===== src/rtl/accelerator_state_pkg.sv =====
// Shared types and constants for the state-feedback matrix sequencer family.
package accelerator_state_pkg;

  // Closed-loop matrix computations, in the order the engine runs them.
  typedef enum logic [1:0] {
    STAGE_A = 2'd0,
    STAGE_B = 2'd1,
    STAGE_C = 2'd2,
    STAGE_D = 2'd3
  } stage_t;

  typedef enum logic [2:0] {
    ST_IDLE,
    ST_ISSUE,
    ST_STREAM,
    ST_WAIT,
    ST_NEXT,
    ST_DONE
  } seq_state_t;

  localparam logic [63:0] ZERO_DATA = 64'd0;
  localparam logic [63:0] ONE_DATA  = 64'd1;

  typedef struct packed {
    logic   found;
    stage_t stage;
  } stage_pick_t;

  // Lowest enabled stage, either from the bottom of the mask or strictly above cur.
  function automatic stage_pick_t pick_stage(input logic [3:0] mask,
                                             input stage_t     cur,
                                             input logic       from_start);
    stage_pick_t pick;
    pick.found = 1'b0;
    pick.stage = STAGE_A;
    for (int n = 3; n >= 0; n--) begin
      if (mask[n] && (from_start || (n > int'(cur)))) begin
        pick.found = 1'b1;
        pick.stage = stage_t'(n[1:0]);
      end
    end
    return pick;
  endfunction

endpackage


===== src/rtl/accelerator_matrix_raster_counter.sv =====
// Row/column raster counter for matrix streaming: clear, advance on accept,
// column wrap into the next row, and last-element detect. Indices stop at
// the last element instead of wrapping, so they never exceed size-1.
module accelerator_matrix_raster_counter #(
  parameter int DATA_SIZE = 64
) (
  input  logic                 clk,
  input  logic                 rst,
  input  logic                 clear,
  input  logic                 advance,
  input  logic [DATA_SIZE-1:0] size_i,
  input  logic [DATA_SIZE-1:0] size_j,
  output logic [DATA_SIZE-1:0] index_i,
  output logic [DATA_SIZE-1:0] index_j,
  output logic [DATA_SIZE-1:0] index_j_next,
  output logic                 last_element
);
  import accelerator_state_pkg::*;

  localparam logic [DATA_SIZE-1:0] IDX_ZERO = DATA_SIZE'(ZERO_DATA);
  localparam logic [DATA_SIZE-1:0] IDX_ONE  = DATA_SIZE'(ONE_DATA);

  logic [DATA_SIZE-1:0] index_i_next;
  logic                 col_last;

  assign col_last     = (index_j == (size_j - IDX_ONE));
  assign last_element = (index_i == (size_i - IDX_ONE)) && col_last;

  // Next raster position.
  always_comb begin
    index_i_next = index_i;
    index_j_next = index_j;
    if (clear) begin
      index_i_next = IDX_ZERO;
      index_j_next = IDX_ZERO;
    end else if (advance && !last_element) begin
      if (col_last) begin
        index_j_next = IDX_ZERO;
        index_i_next = index_i + IDX_ONE;
      end else begin
        index_j_next = index_j + IDX_ONE;
      end
    end
  end

  // Index registers.
  always_ff @(posedge clk or posedge rst) begin
    if (rst) begin
      index_i <= IDX_ZERO;
      index_j <= IDX_ZERO;
    end else begin
      index_i <= index_i_next;
      index_j <= index_j_next;
    end
  end

endmodule


===== src/rtl/accelerator_state_feedback_sequencer.sv =====
// Drives the shared matrix engine through the enabled closed-loop stages
// (a, b, c, d in that order), streaming an I x J raster per stage.
//
// state  | meaning
// IDLE   | waiting for START; latches mask and sizes
// ISSUE  | ENGINE_START pulse, raster cleared
// STREAM | presenting elements, advancing on DATA_ACCEPT
// WAIT   | raster done, waiting for ENGINE_READY
// NEXT   | selecting the next enabled stage
// DONE   | READY pulse, then back to IDLE
module accelerator_state_feedback_sequencer #(
  parameter int DATA_SIZE    = 64,
  parameter int CONTROL_SIZE = 64
) (
  input  logic                 CLK,
  input  logic                 RST,
  input  logic                 START,
  output logic                 READY,
  output logic                 ERROR,
  input  logic [3:0]           STAGE_MASK,
  input  logic [DATA_SIZE-1:0] SIZE_I_IN,
  input  logic [DATA_SIZE-1:0] SIZE_J_IN,
  output logic                 ENGINE_START,
  output logic [1:0]           ENGINE_STAGE,
  input  logic                 ENGINE_READY,
  output logic                 DATA_I_ENABLE,
  output logic                 DATA_J_ENABLE,
  output logic [DATA_SIZE-1:0] DATA_INDEX_I,
  output logic [DATA_SIZE-1:0] DATA_INDEX_J,
  input  logic                 DATA_ACCEPT
);
  import accelerator_state_pkg::*;

  // Control words are carried by the datapath, not here; only sanity-check the width.
  if (CONTROL_SIZE < 1) begin : g_control_size_check
    $error("CONTROL_SIZE must be positive");
  end

  localparam logic [DATA_SIZE-1:0] IDX_ZERO = DATA_SIZE'(ZERO_DATA);

  seq_state_t           state_q, state_d;
  stage_t               stage_q, stage_d;
  logic [3:0]           mask_q;
  logic [DATA_SIZE-1:0] size_i_q, size_j_q;

  logic                 capture, size_zero_in;
  stage_pick_t          pick_first, pick_after;

  logic                 raster_clear, raster_advance, raster_last;
  logic [DATA_SIZE-1:0] index_j_next;

  logic                 ready_d, error_d, engine_start_d, i_enable_d, j_enable_d;

  assign capture        = (state_q == ST_IDLE) && START;
  assign size_zero_in   = (SIZE_I_IN == IDX_ZERO) || (SIZE_J_IN == IDX_ZERO);
  assign pick_first     = pick_stage(STAGE_MASK, STAGE_A, 1'b1);
  assign pick_after     = pick_stage(mask_q, stage_q, 1'b0);
  assign raster_clear   = (state_q == ST_ISSUE);
  assign raster_advance = (state_q == ST_STREAM) && DATA_ACCEPT;
  assign ENGINE_STAGE   = stage_q;

  accelerator_matrix_raster_counter #(
    .DATA_SIZE (DATA_SIZE)
  ) u_raster (
    .clk          (CLK),
    .rst          (RST),
    .clear        (raster_clear),
    .advance      (raster_advance),
    .size_i       (size_i_q),
    .size_j       (size_j_q),
    .index_i      (DATA_INDEX_I),
    .index_j      (DATA_INDEX_J),
    .index_j_next (index_j_next),
    .last_element (raster_last)
  );

  // State and current-stage registers.
  always_ff @(posedge CLK or posedge RST) begin
    if (RST) begin
      state_q <= ST_IDLE;
      stage_q <= STAGE_A;
    end else begin
      state_q <= state_d;
      stage_q <= stage_d;
    end
  end

  // Next state; a ready that coincides with the last accept is dropped because
  // the FSM is still in STREAM at that edge.
  always_comb begin
    state_d = state_q;
    stage_d = stage_q;
    case (state_q)
      ST_IDLE: begin
        if (START) begin
          if (size_zero_in) begin
            state_d = ST_DONE;
          end else if (pick_first.found) begin
            state_d = ST_ISSUE;
            stage_d = pick_first.stage;
          end else begin
            state_d = ST_DONE;
          end
        end
      end
      ST_ISSUE:  state_d = ST_STREAM;
      ST_STREAM: if (DATA_ACCEPT && raster_last) state_d = ST_WAIT;
      ST_WAIT:   if (ENGINE_READY) state_d = ST_NEXT;
      ST_NEXT: begin
        if (pick_after.found) begin
          state_d = ST_ISSUE;
          stage_d = pick_after.stage;
        end else begin
          state_d = ST_DONE;
        end
      end
      ST_DONE:   state_d = ST_IDLE;
      default:   state_d = ST_IDLE;
    endcase
  end

  // Outputs for the coming cycle, decoded from the next state so they can be registered.
  always_comb begin
    engine_start_d = (state_d == ST_ISSUE);
    j_enable_d     = (state_d == ST_STREAM);
    i_enable_d     = j_enable_d && (index_j_next == IDX_ZERO);
    ready_d        = (state_d == ST_DONE);
    error_d        = capture ? size_zero_in : ERROR;
  end

  // Request capture; later changes on the inputs do not affect a running sequence.
  always_ff @(posedge CLK or posedge RST) begin
    if (RST) begin
      mask_q   <= 4'b0000;
      size_i_q <= IDX_ZERO;
      size_j_q <= IDX_ZERO;
    end else if (capture) begin
      mask_q   <= STAGE_MASK;
      size_i_q <= SIZE_I_IN;
      size_j_q <= SIZE_J_IN;
    end
  end

  // Output registers.
  always_ff @(posedge CLK or posedge RST) begin
    if (RST) begin
      READY         <= 1'b0;
      ERROR         <= 1'b0;
      ENGINE_START  <= 1'b0;
      DATA_I_ENABLE <= 1'b0;
      DATA_J_ENABLE <= 1'b0;
    end else begin
      READY         <= ready_d;
      ERROR         <= error_d;
      ENGINE_START  <= engine_start_d;
      DATA_I_ENABLE <= i_enable_d;
      DATA_J_ENABLE <= j_enable_d;
    end
  end

endmodule


===== config.mk =====
export PLATFORM = sky130hd
export DESIGN_NAME = accelerator_state_feedback_sequencer
export DESIGN_NICKNAME = d
export VERILOG_FILES = /design/src/rtl/accelerator_state_pkg.sv /design/src/rtl/accelerator_matrix_raster_counter.sv /design/src/rtl/accelerator_state_feedback_sequencer.sv
export SDC_FILE = /design/constraint.sdc
export NUM_CORES = 1
export LEC_CHECK = 0
export CAP_MARGIN = 0
export CORE_MARGIN = 1.5
export CORE_UTILIZATION = 55
export CTS_CLUSTER_DIAMETER = 60
export DETAILED_ROUTE_END_ITERATION = 16
export GPL_ROUTABILITY_DRIVEN = 0
export PLACE_DENSITY_LB_ADDON = 0.15
export RECOVER_POWER = 100
export SETUP_SLACK_MARGIN = 0.1
export SYNTH_ARGS = -nofsm -noshare
export SYNTH_HDL_FRONTEND = slang
export SYNTH_HIERARCHICAL = 1
export SYNTH_SLANG_ARGS = --single-unit

===== constraint.sdc =====
create_clock -name CLK -period 9.4 [get_ports CLK]
set_clock_uncertainty 0.2 [all_clocks]
set_input_delay 1.41 -clock CLK [delete_from_list [all_inputs] [get_ports CLK]]
set_output_delay 1.41 -clock CLK [all_outputs]
set_load 0.02 [all_outputs]

[After elaboration in Yosys (flattened, before gate mapping)]
Cells that the tools add are included.
Storage, ports and cells
  register bits after elaboration: 270
  bits in latches: 0
  RAM bits: 0
  ROM bits: 0
  word-level logic and storage cells: 77
  memories: 0
Operators by class
  $add $sub $neg: 4
  multipliers: 0
  div/mod/pow operators: 0
  magnitude comparators: 3
  equality and inequality tests: 13
  shift-type cells: 0
  muxes and demuxes: 25
  bitwise operators: 0
  reductions and logical operators: 20
Operators with widths (count)
  64-bit two-way mux: 6
  64-bit logical NOT: 3
  64-bit by 1-bit adder with 64-bit output, second input constant: 2
  64-bit == test: 2
  64-bit by 1-bit subtractor with 64-bit output, second input constant: 2
  3-bit two-way mux: 13
  3-bit case mux with 5 select lines: 1
  3-bit by 2-bit == test with 1-bit output, second input constant: 3
  1-bit logical AND: 9
  2-bit two-way mux: 4
  2-bit != test, second input constant: 4
  3-bit by 1-bit == test with 1-bit output, second input constant: 2
  3-bit == test, second input constant: 2
  2-bit nonzero test: 3
  5-bit AND reduction: 1
  2-bit greater-than comparator, first input constant: 2
  2-bit case mux with 2 select lines: 1
  3-bit logical NOT: 1
  1-bit by 2-bit greater-than comparator with 1-bit output, first input constant: 1
  2-bit AND reduction: 1
  1-bit logical NOT: 1
  1-bit logical OR: 1

[Logic depth before layout (Yosys ltp)]
Gate-level depths: netlist of the first run.
  depth after elaboration: 10
  depth in mapped cells: 21
  gate-level depth less buffers: 17

[Cells and area by module]
The synthesis of the first run kept the hierarchy.
By module, submodules not included
  accelerator_matrix_raster_counter: times used 1, cells each 1598, area each 12539.5 um^2, sequential area each 3203.1 um^2
  accelerator_state_feedback_sequencer: times used 1, cells each 403, area each 5838.1 um^2, sequential area each 3528.4 um^2

[Least setup slack after synthesis of the first run]
No wires, ideal clock.
  path kind: reg2reg
  from: register size_j_q[0]
  to: register DATA_I_ENABLE
  setup time: 0.066 ns
  arrival time: 4.534 ns
  setup slack: 4.600 ns
  stages on the path, launching flop included: 21
  period minus slack after synthesis: 4.800 ns
  cells stage by stage: dfrtp_1 > buf_2 > inv_1 > ha_1 > nor3b_1 > nand4_2 > nor4_4 > a21oi_1 > or4b_1 > nor4_1 > and4_1 > and4_1 > clkbuf_1 > buf_2 > nor4_1 > xnor2_1 > nor2_1 > nor4_1 > nand4_1 > nor4_1 > and2_1
On the way
  longest elaborated chain between the ends: 9
Ends and longest elaborated chain
  start, declared: line accelerator_state_feedback_sequencer.sv:44  | logic [DATA_SIZE-1:0] size_i_q, size_j_q;
  start signal, assigned: line accelerator_state_feedback_sequencer.sv:136  | size_j_q <= IDX_ZERO;
  start signal, assigned: line accelerator_state_feedback_sequencer.sv:140  | size_j_q <= SIZE_J_IN;
  64-bit by 1-bit subtractor with 64-bit output *: line accelerator_matrix_raster_counter.sv:26  | assign col_last = (index_j == (size_j - IDX_ONE));
  64-bit == test *: line accelerator_matrix_raster_counter.sv:26
  1-bit logical AND: line accelerator_matrix_raster_counter.sv:27  | assign last_element = (index_i == (size_i - IDX_ONE)) && col_last;
  1-bit logical NOT: line accelerator_matrix_raster_counter.sv:36  | end else if (advance && !last_element) begin
  1-bit logical AND: line accelerator_matrix_raster_counter.sv:36
  64-bit two-way mux *: line accelerator_matrix_raster_counter.sv:36
  64-bit two-way mux *: line accelerator_matrix_raster_counter.sv:33  | if (clear) begin
  net index_j_next[22]: line accelerator_state_feedback_sequencer.sv:50  | logic [DATA_SIZE-1:0] index_j_next;
  64-bit logical NOT *: line accelerator_state_feedback_sequencer.sv:126  | i_enable_d = j_enable_d && (index_j_next == IDX_ZERO);
  1-bit logical AND *: line accelerator_state_feedback_sequencer.sv:126
  net i_enable_d: line accelerator_state_feedback_sequencer.sv:52  | logic ready_d, error_d, engine_start_d, i_enable_d, j_enable_d;
  end signal, assigned: line accelerator_state_feedback_sequencer.sv:156  | DATA_I_ENABLE <= i_enable_d;
  end, declared: line accelerator_state_feedback_sequencer.sv:26  | output logic DATA_I_ENABLE,
Mark *: on every way through the listed nets, which the timed path passes. The rest lies on a longest branch.
A chain may end at the register's enable or synchronous reset.

[Final worst setup path of the first run]
  from: register size_j_q[2]
  to: register u_raster.index_i[12]
On the way
  longest elaborated chain between the ends: 7
Ends and longest elaborated chain
  64-bit by 1-bit subtractor with 64-bit output *: line accelerator_matrix_raster_counter.sv:26
  64-bit == test *: line accelerator_matrix_raster_counter.sv:26
  1-bit logical AND: line accelerator_matrix_raster_counter.sv:27
  1-bit logical NOT: line accelerator_matrix_raster_counter.sv:36
  1-bit logical AND: line accelerator_matrix_raster_counter.sv:36
  2-bit nonzero test (no line)
  2-bit AND reduction (no line) *
  end signal, assigned: line accelerator_matrix_raster_counter.sv:52  | index_i <= index_i_next;
  end, declared: line accelerator_matrix_raster_counter.sv:13  | output logic [DATA_SIZE-1:0] index_i,
Every way passes the cells marked *; elsewhere a longest branch is shown, timed or not.

==> flow_summary_export.csv, run 1 <==
group,metric,value,unit
status,status,"complete, but fails checks",
status,violations,"max-capacitance violations, max-slew violations",
yosys,synth_top_area_cell,"dfrtp_1",
clocking,clock_tree.buffer_depth,3,
die,die_x,186,microns
yosys,synth_top_area_share,36.6,%
yosys,syn_avg_cell_area,9.18,sq um
global_route,grt_usage,35.4,%
worst_setup_path,crit_type,"reg -> reg",
finish,stdcell_area,0.0224,sq mm
sta,finalHoldViolations,0,
hold_path,holdPathStages,1,
clocking,cts_setup_buffers,0,
placed_design,postPlaceCellArea,0.0214,sq mm
clocking,cts_resized,0,
clocking,clkSinkCount,269,
pwr,p_sw,2.35,mW
pwr,power_density,254,mW/mm^2
sta,worst_pin_slew,3.73,ns
route,routed_wirelength,61500,microns
clocking,tritoncts,"built",
sta,min_period_over_period,79.3,%
route,vias,17900,
route,drt_iter0_drc,2049,
global_route,grt_pass1_wl,94900,microns
pwr,peakVddDrop,138,uV
yosys,yosys_most_used_dff,"dfrtp_1",
finish,final_util,68.5,%
yosys,synth-seq-area-share,36.6,%
die,core.rowCount,66,
clocking,numCtsBuffers,34,
sta,finalSetupViolCount,0,
pwr,power,5.70,mW
route,dr.pass1.iters,6,
worst_setup_path,cp_data_required_time,9.60,ns
sta,fin_crit,7.45,ns
yosys,synth_edf_count,0,
global_route,grt_max_degree,76,
sta,fin_tns_setup,0,ns
sta,grt_setup_unrepaired,"no",
worst_setup_path,crit_path_max_fanout,30,
finish,fill_cells,2630,
global_route,overflow,0,
route,via_per_inst,6.62,
pwr,p_int,3.34,mW
yosys,synth_cell_types,89,
pwr,pwr-share-seq,37.2,%
yosys,synth_warnings,6,
clocking,root_buffer,"clkbuf_16",
finish,drive_above_1_share,11.4,%
global_route,grt_pass1_vias,17100,
pwr,leakagePower,8.72,nW
placed_design,hpwl,45900,microns
hold_path,hp-class,"reg -> reg",
die,fp.dieArea,0.0345,sq mm
global_route,antenna_found_initial,3,
finish,multi_input_area,0.0110,sq mm
clocking,htree_levels,2,
finish,syn2layout_area_growth,21.9,%
yosys,yosys-top-cells-area,"dfrtp_1, xnor2_1, mux2_2",
yosys,syn-num-nets,2142,
sta,relSlewSlack,-149,%
sta,fmax,0.134,GHz
yosys,async_flop_share,100,%
worst_setup_path,rr_worst_depth,12,
sta,whs,0.356,ns
clocking,clk_pin_slew,0.06,ns
pwr,clock_power_share,23.5,%
clocking,hold_buffers,0,
route,ant_nets,0,
finish,final_nets,2382,
clocking,clk_latency,0.53,ns
yosys,ys_ff_latch,269,
die,chipHeight,186,microns
pwr,switching_share,41.3,%
worst_setup_path,end_kind,"flip-flop",
worst_setup_path,critPathArrivalTime,7.65,ns
pwr,comb_power_share,39.3,%
worst_setup_path,start_kind,"flip-flop",
yosys,syn_inst,2001,
yosys,synth_area,0.0184,sq mm
route,routedWlPerCell,22.7,microns
sta,drv_slew,395,
route,drc,0,
flow_run,max-cap-violations,8,
die,start_util,56.2,%
finish,seqCellArea,0.00673,sq mm
placed_design,port_buffers,271,
die,pin_count,272,
die,coreArea,0.0327,sq mm
[synth_stat cells (4+ instances only)]
library cell and instances:
nor3_1 84, nand2b_1 18, nor4b_2 7, a21boi_0 4
or2_2 13, mux2i_1 14, o22ai_1 7, nand4_1 81
o211ai_1 9, o31ai_1 15, nor4b_1 9, nor3b_1 7
clkbuf_1 43, or4_1 32, xor2_1 71, a21oi_1 63
and4b_1 4, and3_1 43, a31o_2 5, nor4_4 9
nand4b_1 13, or3_1 52, o21ai_0 51, ha_1 4
nand3_1 94, nor4_1 117, nor2b_1 29, mux2_1 12
a31oi_1 18, nand3b_1 8, mux2_2 130, and2_1 10
nor4_2 17, nand2_1 130, and4_1 15, buf_2 30
xnor2_1 173, nor2_1 169, dfrtp_1 269, nor3_2 4
buf_6 7, inv_1 40
[worst paths after layout]
kind / end / startpoint / slack (ns)
min in group asynchronous: size_i_q[5] / RST / 2.17
max: u_raster/index_i[12] / size_j_q[2] / 1.95
min reg2reg: size_j_q[63] / size_j_q[63] / 0.36
max in group asynchronous: u_raster/index_j[35] / RST / 2.74
min: size_j_q[63] / size_j_q[63] / 0.36
max reg2reg: u_raster/index_i[12] / size_j_q[2] / 1.95
[placed cells by master, fill, tap and decap left out, types with 16 or more instances in the layout]
cell,instances
or3_1,52
o21ai_0,51
nor4_1,120
or4_1,32
nor2_1,171
and3_1,43
nor3_1,85
nor2b_1,29
nand3_1,94
clkdlybuf4s50_1,133
nand2_1,131
xnor2_1,173
nand4_1,81
a21oi_1,63
dlygate4sd3_1,138
inv_1,38
nor4_2,16
xor2_1,71
nand2b_1,18
clkbuf_16,34
dfrtp_1,269
mux2_2,130
a31oi_1,18
[cells by family (layout without fill, tap and decap cells)]
logic type                 Yosys count  in the layout  synth area share (%)
AOI/OAI and AO/OA                  215            215                  7.53
and+or+nand+nor                    986            986                  31.3
xor gates and xnor gates           244            244                  11.6
DFF                                269            269                  36.6
adders and majority gates            4              4                 0.272
buffers and inverters              126            391                  3.10
muxes                              157            157                  9.55
other                                0              1                     0
[final cells by class]
class / instances / share of cell area, %
antenna: 1 / 0.0112
clock buffer: 50 / 4.51
clock inverter: 11 / 0.614
inverter: 41 / 0.698
multi-input combinational: 1606 / 49.0
sequential: 269 / 30.0
tap: 442 / 2.47
timing repair buffer: 289 / 12.6
[critical path, stage by stage, from the launching register on]
cell and delay, ns:
dfrtp_1 0.50, nor4_4 0.53, nand4_1 0.38, nor4_1 1.27, nand4b_1 0.26, xnor2_1 0.37, nand2_1 0.10, nor4_1 0.76
o211ai_4 0.16, clkbuf_1 0.73, nor2_1 1.44, nand4_1 0.21, mux2_1 0.37
[layer usage]
layer	up-vias	GRT usage, %	part of all wire, %
met5	-	0	0
met4	0	20.7	6.3
met3	244	6.05	8.4
met2	1073	58.2	47
met1	8695	43.9	38
li1	7918	-	-
[flip-flops by register name, summed over array words and instances (netlist names)]
name and cells:
READY 1, size_j_q 64, mask_q 3, u_raster/index_j 64, ENGINE_START 1, DATA_I_ENABLE 1, state_q 3, ENGINE_STAGE 2
u_raster/index_i 64, size_i_q 64, DATA_J_ENABLE 1, ERROR 1
[metrics by stage]
| stage | cells | setup slack (ns) |
|---|---|---|
| 2_1_floorplan | 2001 | 4.01 |
| 3_3_place_gp | 2647 | 3.24 |
| 3_5_place_dp | 2647 | 3.13 |
| 4_1_cts | 2708 | 3.11 |
| 5_1_grt | 2709 | 1.56 |
| 6_report | 2709 | 1.95 |
[power groups by stage]
stage                     Sequential (mW)  Clock, mW  Combinational [mW]
final                                2.12       1.34                2.24
after global routing                 2.18       1.40                2.40
after CTS                            2.11       1.35                2.18
after detailed placement             2.12          0                2.16
after global placement               2.09          0                2.12
after floorplan                      1.93          0                1.66
Power figures use the tool's default switching activity.
==> inputs of run 2 (changes only) <==
==> constraint.sdc (replaced) <==
create_clock -name CLK -period 7.4 [get_ports CLK]
set_clock_uncertainty 0.2 [all_clocks]
set_input_delay 1.11 -clock CLK [delete_from_list [all_inputs] [get_ports CLK]]
set_output_delay 1.11 -clock CLK [all_outputs]
set_load 0.02 [all_outputs]
==> flow_summary_export.csv, run 2 (synthesis gave the netlist of run 1 again) <==
group,metric,value,unit
die,start_util,56.2,%
route,dr.pass1.iters,6,
hold_path,worstHoldStart,"size_j_q[63]",
die,pin_count,272,
clocking,clkSinkCount,269,
finish,fill_cells,2682,
status,violations,"max-capacitance violations, max-slew violations",
pwr,power,7.07,mW
sta,drv_slew,444,
worst_setup_path,reg2reg_from,"size_j_q[0]",
placed_design,port_buffers,271,
worst_setup_path,start_kind,"flip-flop",
flow_run,max-cap-violations,7,
finish,syn2layout_area_growth,21.4,%
die,core.rowCount,66,
die,chipHeight,186,microns
worst_setup_path,end_kind,"flip-flop",
placed_design,postPlaceCellArea,0.0214,sq mm
sta,fin_tns_setup,0,ns
sta,fmax,0.143,GHz
sta,finalSetupViolCount,0,
hold_path,hp-class,"reg -> reg",
worst_setup_path,cp_data_required_time,7.64,ns
global_route,grt_usage,34.9,%
sta,fin_crit,6.99,ns
clocking,hold_buffers,0,
clocking,root_buffer,"clkbuf_16",
worst_setup_path,critPathArrivalTime,7.24,ns
clocking,tritoncts,"built",
route,routedWlPerCell,22.6,microns
sta,min_period_over_period,94.5,%
pwr,peakVddDrop,239,uV
finish,stdcell_area,0.0223,sq mm
global_route,grt_pass1_vias,17200,
worst_setup_path,crit_type,"reg -> reg",
clocking,htree_levels,1,
global_route,grt_pass1_wl,93700,microns
worst_setup_path,crit_path_max_fanout,30,
global_route,antenna_found_initial,0,
global_route,overflow,0,
clocking,clock_tree.buffer_depth,3,
clocking,clk_pin_slew,0.06,ns
sta,setup_slack,0.408,ns
sta,finalHoldViolations,0,
sta,worst_pin_slew,3.76,ns
route,ant_nets,0,
sta,relSlewSlack,-151,%
die,fp.dieArea,0.0345,sq mm
route,drc,0,
finish,diodes,0,
status,status,"complete, but fails checks",
sta,grt_setup_unrepaired,"no",
die,coreArea,0.0327,sq mm
die,die_x,186,microns
route,vias,17700,
route,via_per_inst,6.57,
global_route,grt_max_degree,76,
finish,final_common_cell,"dfrtp_1",
pwr,leakagePower,8.68,nW
route,drt_iter0_drc,1966,
clocking,numCtsBuffers,31,
finish,final_util,68.2,%
pwr,power_density,317,mW/mm^2
worst_setup_path,cp-startpoint,"size_j_q[0]",
clocking,clk_latency,0.58,ns
placed_design,hpwl,45900,microns
placed_design,dpl_worst_slack,1.13,ns
finish,final_nets,2382,
clocking,cts_setup_buffers,0,
finish,drive_above_1_share,11.2,%
clocking,cts_resized,0,
route,routed_wirelength,61100,microns
finish,layout_common_cells,"dfrtp_1, xnor2_1, nor2_1",
-- run 2: cell types whose count changed in the layout (fill, tap and decap cells not counted), sizes merged --
cell	change
buf	+2
bufinv	+2
clkbuf	-10
clkinv	+1
diode	-1
inv	-2
-- run 2: path summary, 6_finish.rpt --
kind	to	slack [ns]	cells past startpoint
max reg2reg	u_raster/index_i[12]	0.41	12
max in group asynchronous	size_j_q[60]	2.43	3
min	size_j_q[63]	0.33	1
min reg2reg	size_j_q[63]	0.33	1
max	u_raster/index_i[12]	0.41	12
min in group asynchronous	u_raster/index_i[8]	1.55	2
-- run 2: final cells by class --
cell class                 instances  area, sq um  area share (%)
multi-input combinational       1606        11000            49.4
sequential                       269         6730            30.2
timing repair buffer             292         2850            12.8
clock buffer                      39          836            3.75
tap                              442          553            2.48
clock inverter                    12          170           0.763
inverter                          41          156           0.701
-- run 2: worst max-delay path: stages (launching register included) --
cell and delay (ns):
dfrtp_1 0.49, nor4_4 0.60, nand4_1 0.44, nor4_4 0.62, a21oi_1 0.14, nor4b_1 0.68
nand4_1 0.20, nor4_2 0.58, o211ai_4 0.14, clkbuf_1 0.76, nor2_1 1.38, nand4_1 0.21
mux2_1 0.39
-- run 2: metal layers --
layer	GRT usage (%)	share of wire [%]
met5	0	0
met4	22.6	7.0
met3	4.42	8.0
met2	57.6	47
met1	43.0	38
-- run 2: through the flow --
stage,hold slack [ns],cells
after detailed placement,0.320,2650
after global placement,0.313,2650
after floorplan,0.275,2001
after global routing,0.360,2701
after CTS,0.332,2701
final,0.326,2701
-- run 2: report_power, final --
part | switching, mW | internal (mW) | leakage [nW]
Combinational | 1.51 | 1.33 | 4.78
Clock | 0.622 | 0.928 | 0.495
Sequential | 0.787 | 1.90 | 3.41
==> inputs of run 3 (changes only) <==
--- a/config.mk
+++ b/config.mk
@@ -6,8 +6,10 @@
 export NUM_CORES = 1
 export LEC_CHECK = 0
 export CAP_MARGIN = 0
+export CELL_PAD_IN_SITES_DETAIL_PLACEMENT = 0
+export CELL_PAD_IN_SITES_GLOBAL_PLACEMENT = 1
 export CORE_MARGIN = 1.5
-export CORE_UTILIZATION = 55
+export CORE_UTILIZATION = 43
 export CTS_CLUSTER_DIAMETER = 60
 export DETAILED_ROUTE_END_ITERATION = 16
 export GPL_ROUTABILITY_DRIVEN = 0
==> flow_summary_export.csv, run 3 (synthesis gave the netlist of run 1 again) <==
group,metric,value,unit
clocking,clk_latency,0.55,ns
die,pin_count,272,
sta,finalSetupViolCount,0,
worst_setup_path,worstReg2RegEnd,"DATA_I_ENABLE",
worst_setup_path,rr_worst_depth,16,
finish,fill_cells,3868,
sta,grt_setup_unrepaired,"no",
hold_path,worstHoldStart,"size_i_q[63]",
die,coreArea,0.0420,sq mm
sta,fin_crit,6.62,ns
status,violations,"max-capacitance violations, max-slew violations",
global_route,grt_busiest_layer,"met2",
clocking,clkSinkCount,269,
placed_design,hpwl,50200,microns
sta,drv_slew,413,
worst_setup_path,path_common_cell,"nor4_1",
global_route,met1_usage,37.4,%
global_route,antenna_found_initial,0,
worst_setup_path,cp_data_required_time,7.68,ns
clocking,cts_resized,0,
worst_setup_path,crit_path_max_fanout,13,
hold_path,hp-class,"reg -> reg",
die,fp.dieArea,0.0440,sq mm
placed_design,port_buffers,271,
route,vias,17200,
worst_setup_path,crit_type,"reg -> reg",
worst_setup_path,max_stage_delay,0.66,ns
status,status,"complete, but fails checks",
die,chipHeight,210,microns
pwr,leakagePower,8.78,nW
finish,syn2layout_area_growth,23.1,%
sta,fin_tns_setup,0,ns
sta,min_period_over_period,89.5,%
finish,final_nets,2387,
route,routed_wirelength,65700,microns
sta,relSlewSlack,-155,%
clocking,clk_pin_slew,0.06,ns
finish,final_util,53.8,%
route,routedWlPerCell,23.4,microns
clocking,tritoncts,"built",
clocking,numCtsBuffers,34,
global_route,grtUsageMet2,49.7,%
route,dr.pass1.iters,6,
route,drc,0,
sta,whs,0.349,ns
route,via_per_inst,6.13,
sta,finalHoldViolations,0,
pwr,peakVddDrop,172,uV
finish,fin_cells,2811,
global_route,overflow,0,
placed_design,place_inst,2749,
clocking,htree_levels,2,
die,die_x,210,microns
route,ant_nets,0,
sta,worst_pin_slew,3.82,ns
flow_run,max-cap-violations,6,
worst_setup_path,path_cells,"inv_1 > ha_1 > nor3b_1 > nand4_1 > nor4_4 > a21oi_1 > or4b_1 > nor4_1 > and3_2 > o211a_1 > nor2_1 > and2_0 > nor4_1 > nand4_1 > nor4_1 > and2_0",
worst_setup_path,critPathArrivalTime,6.90,ns
finish,drive_above_1_share,11.7,%
worst_setup_path,start_kind,"flip-flop",
global_route,met3_usage,3.65,%
clocking,hold_buffers,0,
clocking,cts_setup_buffers,0,
worst_setup_path,worst-r2r-setup-slack,0.78,ns
global_route,grt_usage,29.5,%
route,drt_iter0_drc,1279,
worst_setup_path,slowest_stage,"nor4_1",
die,core.rowCount,75,
finish,final_common_cell,"dfrtp_1",
die,start_util,43.7,%
finish,layout_common_cells,"dfrtp_1, xnor2_1, nor2_1",
sta,fmax,0.151,GHz
hold_path,holdPathEnd,"size_i_q[63]",
worst_setup_path,end_kind,"flip-flop",
clocking,root_buffer,"clkbuf_16",
clocking,clock_tree.buffer_depth,3,
global_route,grt_pass1_wl,101000,microns
pwr,power,7.33,mW
global_route,grt_pass1_vias,17000,
worst_setup_path,reg2reg_from,"size_j_q[0]",
global_route,grt_max_degree,78,
pwr,power_density,324,mW/mm^2
hold_path,holdPathStages,1,
## run 3: metal layers
metal	wire length [microns]	part of all wire [%]
met1	27300	41
met2	31700	48
met3	3490	5.3
met4	3310	5.0
met5	0	0
## run 3: where the power goes
part / internal [mW] / switching (mW)
Clock: 1.11 / 0.679
Sequential: 1.90 / 0.799
Combinational: 1.33 / 1.52
Total: 4.33 / 3.00
## run 3: critical path, delay by kind of cell, from the launching register on
kind	cells	cell delay (ns)
AO/OA/AOI/OAI	2	0.76
adder cells (fa/ha/maj)	1	0.28
buffers and inverters	1	0.09
flip-flops	1	0.47
AND/OR/NAND/NOR	12	4.76
## run 3: worst max path at each step
stage,to,from,cells past startpoint
finish,DATA_I_ENABLE,size_j_q[0],16
global route,DATA_I_ENABLE,size_j_q[0],18
CTS,DATA_I_ENABLE,size_j_q[0],18
detailed placement,DATA_I_ENABLE,size_j_q[0],18
global placement,DATA_I_ENABLE,size_j_q[0],18
floorplan,DATA_I_ENABLE,RST,1
## run 3: stage by stage
stage	setup WS, ns	instance area, sq um
finish	0.778	22600
global route	0.374	22600
CTS	1.07	22700
detailed placement	1.11	21500
global placement	1.15	21500
floorplan	2.31	18400
## run 3: area by class of cell
| type | instances | area (sq um) | area share, % |
|---|---|---|---|
| clock buffer | 52 | 1070 | 4.74 |
| antenna | 1 | 2.50 | 0.0111 |
| clock inverter | 9 | 130 | 0.575 |
| timing repair buffer | 294 | 2860 | 12.6 |
| multi-input combinational | 1606 | 11000 | 48.6 |
| tap | 539 | 674 | 2.98 |
| inverter | 41 | 156 | 0.691 |
| sequential | 269 | 6730 | 29.8 |
